**src/rtl/rom_lookup.sv**
```systemverilog
// rom_lookup: registered CORDIC angle/shift table, Q2.30, one lookup per cycle.
module rom_lookup (
  input  logic        clk,
  input  logic        rst_n,
  input  logic [4:0]  index,
  input  logic [1:0]  mode,
  output logic [31:0] module_output
);
  logic [31:0] pow_d, lin_d, circ_d, hyp_d, out_d, out_q;
  always_comb begin
    pow_d  = 32'h4000_0000 >> index;
    lin_d  = (index == 5'd31) ? 32'd1 : pow_d;
    circ_d = pow_d;
    hyp_d  = (index == 5'd31) ? 32'd1 : pow_d;
    // From i = 10 up, atan/atanh differ from 2^-i by under half an LSB, so the shift covers them
    case (index)
      5'd0: begin circ_d = 32'h3243_F6A9; hyp_d = 32'h0000_0000; end
      5'd1: begin circ_d = 32'h1DAC_6705; hyp_d = 32'h2327_D4F5; end
      5'd2: begin circ_d = 32'h0FAD_BAFD; hyp_d = 32'h1058_AEFB; end
      5'd3: begin circ_d = 32'h07F5_6EA7; hyp_d = 32'h080A_C48E; end
      5'd4: begin circ_d = 32'h03FE_AB77; hyp_d = 32'h0401_5623; end
      5'd5: begin circ_d = 32'h01FF_D55C; hyp_d = 32'h0200_2AB1; end
      5'd6: begin circ_d = 32'h00FF_FAAB; hyp_d = 32'h0100_0556; end
      5'd7: begin circ_d = 32'h007F_FF55; hyp_d = 32'h0080_00AB; end
      5'd8: begin circ_d = 32'h003F_FFEB; hyp_d = 32'h0040_0015; end
      5'd9: begin circ_d = 32'h001F_FFFD; hyp_d = 32'h0020_0003; end
      default: ;
    endcase
    out_d = (mode == 2'b00) ? circ_d :
            (mode == 2'b01) ? lin_d  :
            (mode == 2'b10) ? hyp_d  : 32'd0;
  end
  always_ff @(posedge clk or negedge rst_n)
    if (!rst_n) out_q <= 32'd0;
    else        out_q <= out_d;
  assign module_output = out_q;
endmodule

```
**config.mk**
```make
export PLATFORM = sky130hd
export DESIGN_NAME = rom_lookup
export DESIGN_NICKNAME = d
export VERILOG_FILES = /design/src/rtl/rom_lookup.sv
export SDC_FILE = /design/constraint.sdc
export NUM_CORES = 1
export LEC_CHECK = 0
export ABC_AREA = 1
export CORE_MARGIN = 4
export CORE_UTILIZATION = 56
export DETAILED_ROUTE_END_ITERATION = 6
export PLACE_DENSITY_LB_ADDON = 0.25
export SLEW_MARGIN = 25
export SYNTH_ARGS = -nofsm -noshare
export SYNTH_HDL_FRONTEND = slang
export SYNTH_SLANG_ARGS = --single-unit
```
**constraint.sdc**
```tcl
create_clock -name clk -period 0.88 [get_ports clk]
set_clock_uncertainty 0.15 [all_clocks]
set_input_delay 0.176 -clock clk [delete_from_list [all_inputs] [get_ports clk]]
set_output_delay 0.176 -clock clk [all_outputs]
set_load 0.03 [all_outputs]
```
==> results of run 1 <==
## metrics by stage
step                setup TNS (ns)  setup WS, ns
detailed placement          -32.21         -1.13
global placement            -31.45         -1.09
floorplan                    -8.56        -0.373
## cell families after synthesis
group,Yosys count,share of synthesized area
other,1,0.00176
AO/OA/AOI/OAI,41,0.104
AND/OR/NAND/NOR,179,0.445
flip-flops,31,0.364
buffers and inverters,42,0.0862
## cells in the mapped netlist, drive strengths merged
cell type,count
clkinv,1
dfrtp,31
o31ai,1
o21ai,23
inv,29
nand4,11
nand2,75
nor4,1
a21oi,9
nor2,40
or2,1
o211ai,3
conb,1
o22ai,4
nand3,47
nor3b,1
a31oi,1
nor3,3
clkbuf,5
buf,7
==> impl_metrics.py, run 1 <==
metrics = {
    "floorplan": {
        "fp-row-count": 22,
        "start_util": 0.583,
        "io_pins": 41,
        "die_y_um": 69.7,
        "fp.dieW_um": 69.7,
    },
    "logic_synthesis": {
        "synth.top_cell.area_share": 0.364,
        "ys_seq_area_frac": 0.364,
        "synth_cell_types": 31,
        "synth-seq-cells": 31,
        "synth_largest_area_cell": "dfrtp_1",
        "syn_nets": 303,
        "synthTopCellsByArea": "dfrtp_1 (36%), nand2_1 (12%), nand3_1 (8.2%)",
        "yosys_warnings": 0,
        "syn_avg_cell_area_um2": 7.26,
        "postSynthCellCount": 294,
        "netlist_area_um2": 2130,
    },
    "cts": {
        "numCtsBuffers": 5,
        "holdBufCountCts": 0,
        "cts.sinks": 31,
        "cts_resized": 149,
        "cts-root-buf": "clkbuf_8",
        "clockBufferDepth": 2,
        "cts_htree_levels": 2,
        "post_cts_buffers": 30,
    },
    "placed_design": {
        "port-buffer-count": 39,
        "dpl.hpwl_mm": 5.65,
        "place_area_um2": 3070,
        "dp.cells": 434,
        "gp_congestion": 1.02,
    },
    "outcome": {
        "error_line": "[ERROR DPL-0038] Utilization greater than 100%, impossible to legalize",
        "haltStage": "clock tree synthesis (4_1_cts)",
        "status": "stopped before the end",
    },
}
==> run 2, diff against run 1 <==
--- a/config.mk
+++ b/config.mk
@@ -7,9 +7,9 @@
 export LEC_CHECK = 0
 export ABC_AREA = 1
 export CORE_MARGIN = 4
-export CORE_UTILIZATION = 56
+export CORE_UTILIZATION = 40
 export DETAILED_ROUTE_END_ITERATION = 6
-export PLACE_DENSITY_LB_ADDON = 0.25
+export PLACE_DENSITY_LB_ADDON = 0.15
 export SLEW_MARGIN = 25
 export SYNTH_ARGS = -nofsm -noshare
 export SYNTH_HDL_FRONTEND = slang
==> impl_metrics.py, run 2 <==
metrics = {
    "logic_synthesis": {
        "synth_cell_types": 31,
        "async_flop_share": 1.00,
        "synthTopCellsByArea": "dfrtp_1 (36%), nand2_1 (12%), nand3_1 (8.2%)",
        "netlist_area_um2": 2130,
        "synth.top_cell.area_share": 0.364,
        "yosys.cell_count.top_type": "nand2_1",
        "syn_nets": 303,
        "syn_avg_cell_area_um2": 7.26,
        "synth-seq-cells": 31,
        "ys_seq_area_frac": 0.364,
        "yosys-top-cells-count": "nand2_1 (66), nand3_1 (35), dfrtp_1 (31), nor2_1 (30), inv_1 (22)",
        "synth_edf_count": 0,
        "synth_largest_area_cell": "dfrtp_1",
        "postSynthCellCount": 294,
        "ys.flop_type": "dfrtp_1",
        "yosys_warnings": 0,
    },
    "global_routing": {
        "grt_pass1_wl_mm": 13.0,
        "globalRoute.totalOverflow": 0,
        "antenna_found_initial": 0,
        "grt_pass1_vias": 2505,
        "grt_max_degree": 32,
        "grt_usage": 0.264,
    },
    "route": {
        "wl_mm": 8.25,
        "route.detailed.drc": 0,
        "routedWlPerCell_um": 17.1,
        "drtAntennaViolNets": 0,
        "via_count": 2540,
        "drt_iter0_drc": 273,
        "first_pass_iters": 4,
        "vias_per_cell": 5.26,
    },
    "critical_path": {
        "critPathCaptureType": "flip-flop",
        "worstSetupPathType": "in2reg",
        "arrival_ns": 1.37,
        "required_ns": 0.90,
        "endpoint": "module_output[15]$_DFF_PN0_",
        "crit_fanout": 7,
        "critPathLaunch": "index[0]",
        "start_kind": "input port",
    },
    "flow_run": {
        "timing.max_cap.violations": 0,
    },
    "timing": {
        "period_minus_slack_ns": 1.34,
        "rsz0062_at_grt": "true",
        "fmax_mhz": 745,
        "setup_viol": 62,
        "finalCritPeriodShare": 1.53,
        "fin_ws_ns": -0.463,
        "hold_viol_final": 0,
        "hold_slack_ns": 0.0924,
        "final-max-slew-violation-count": 0,
    },
    "cells_and_area": {
        "insertedDiodeCount": 0,
        "largest_reg_flops": 31,
        "nets": 421,
        "nFillCells": 417,
        "drive_above_1_share": 0.523,
        "final_cell_mix": "buf_4 (64), nand2_1 (58), buf_6 (46), dfrtp_1 (31), nand3_1 (28)",
        "layout_commonest_cell": "buf_4",
        "area.sequential_um2": 776,
        "area_growth_syn_to_layout_pct": 79.2,
        "multi_input_area_um2": 1550,
    },
    "floorplan": {
        "fp-row-count": 26,
        "die_y_um": 81.0,
        "core-area_um2": 5140,
        "io_pins": 41,
        "start_util": 0.415,
        "fp.dieW_um": 81.0,
        "die_area_um2": 6570,
    },
    "power_and_ir_drop": {
        "power_density_nw_per_um2": 1050,
        "leakage_nw": 2.03,
        "ir_worst_vdd_v": 0.000672,
    },
    "cts": {
        "cts.sinks": 31,
        "cts_htree_levels": 2,
        "clockBufferDepth": 2,
        "clk_pin_slew_ns": 0.07,
        "cts_tree": "yes",
        "holdBufCountCts": 0,
        "numCtsBuffers": 5,
        "cts-root-buf": "clkbuf_8",
    },
    "placed_design": {
        "place_ws_ns": -1.19,
        "port-buffer-count": 39,
        "gp_congestion": 0.987,
        "dpl.hpwl_mm": 5.74,
    },
    "outcome": {
        "status": "finished with violations",
        "violations": "negative setup slack",
    },
    "worst_hold_path": {
        "hold_path.class": "in2async",
    },
}
==> run 2: critical path, cell delays in order <==
cell and delay [ns]:
buf_8 0.10, buf_8 0.12, inv_12 0.05, nor2_4 0.04
buf_6 0.12, nand3_4 0.12, nand2_4 0.10, nor2_4 0.26
nand3_2 0.11, o21ai_2 0.12, nand2_1 0.05
==> run 2: how the worst min path moves through the flow <==
stage / from / to / slack, ns / cells past startpoint
3_5_place_dp: rst_n / module_output[20]$_DFF_PN0_ / 0.41 / 2
5_1_grt: rst_n / module_output[25]$_DFF_PN0_ / 0.12 / 2
6_report: rst_n / module_output[26]$_DFF_PN0_ / 0.09 / 2
3_3_place_gp: rst_n / module_output[21]$_DFF_PN0_ / 0.41 / 2
2_1_floorplan: rst_n / module_output[0]$_DFF_PN0_ / -0.27 / 0
4_1_cts: rst_n / module_output[26]$_DFF_PN0_ / 0.10 / 2
==> run 2: kinds of logic (layout without fill, tap and decap cells) <==
group,count (synthesis),count (layout),share of synthesized area
AOI/OAI and AO/OA,41,41,0.104
buffers and inverters,42,160,0.0862
DFF,31,31,0.364
other,1,1,0.00176
and+or+nand+nor,179,180,0.445
==> run 2: repair_timing <==
item | in CTS | in global routing
endpoints found under the hold margin | 0 | 0
resized for setup | 123 | 39
cloned | 2 | 0
setup endpoints to repair | 62 | 62
pin swaps | 27 | 30
setup buffers | 20 | 1
==> run 2: report_power, final <==
part	internal, W	switching, W
Clock	0.000554	0.000542
Combinational	0.000579	0.000793
Sequential	0.00150	0.0000343
==> run 2: area by class of cell <==
cell class / instances / area share
timing repair buffer: 121 / 0.304
multi-input combinational: 222 / 0.405
inverter: 30 / 0.0419
sequential: 31 / 0.203
clock buffer: 7 / 0.0200
tap: 70 / 0.0229
clock inverter: 1 / 0.00131
timing repair inverter: 1 / 0.00229
==> run 2: per-stage QoR <==
step                      instance area, µm²  setup TNS (ns)  std cells  power (W)  utilization
after floorplan                         2240           -8.56        294    0.00215            -
after global placement                  3090          -32.65        455    0.00266        0.602
after detailed placement                3090          -33.48        455    0.00266        0.602
after CTS                               3690          -19.04        484    0.00393        0.718
after global routing                    3820          -22.16        483    0.00417        0.744
final                                   3820          -19.76        483    0.00400        0.744
==> run 2: layer usage <==
| layer | up-vias | routed length (µm) | track usage |
|---|---|---|---|
| li1 | 1209 | - | - |
| met1 | 1205 | 3380 | 0.350 |
| met2 | 104 | 4050 | 0.439 |
| met3 | 22 | 590 | 0.0233 |
| met4 | 0 | 225 | 0.110 |
| met5 | - | 0 | 0 |
Note: power is estimated with default switching activity, not from simulation.
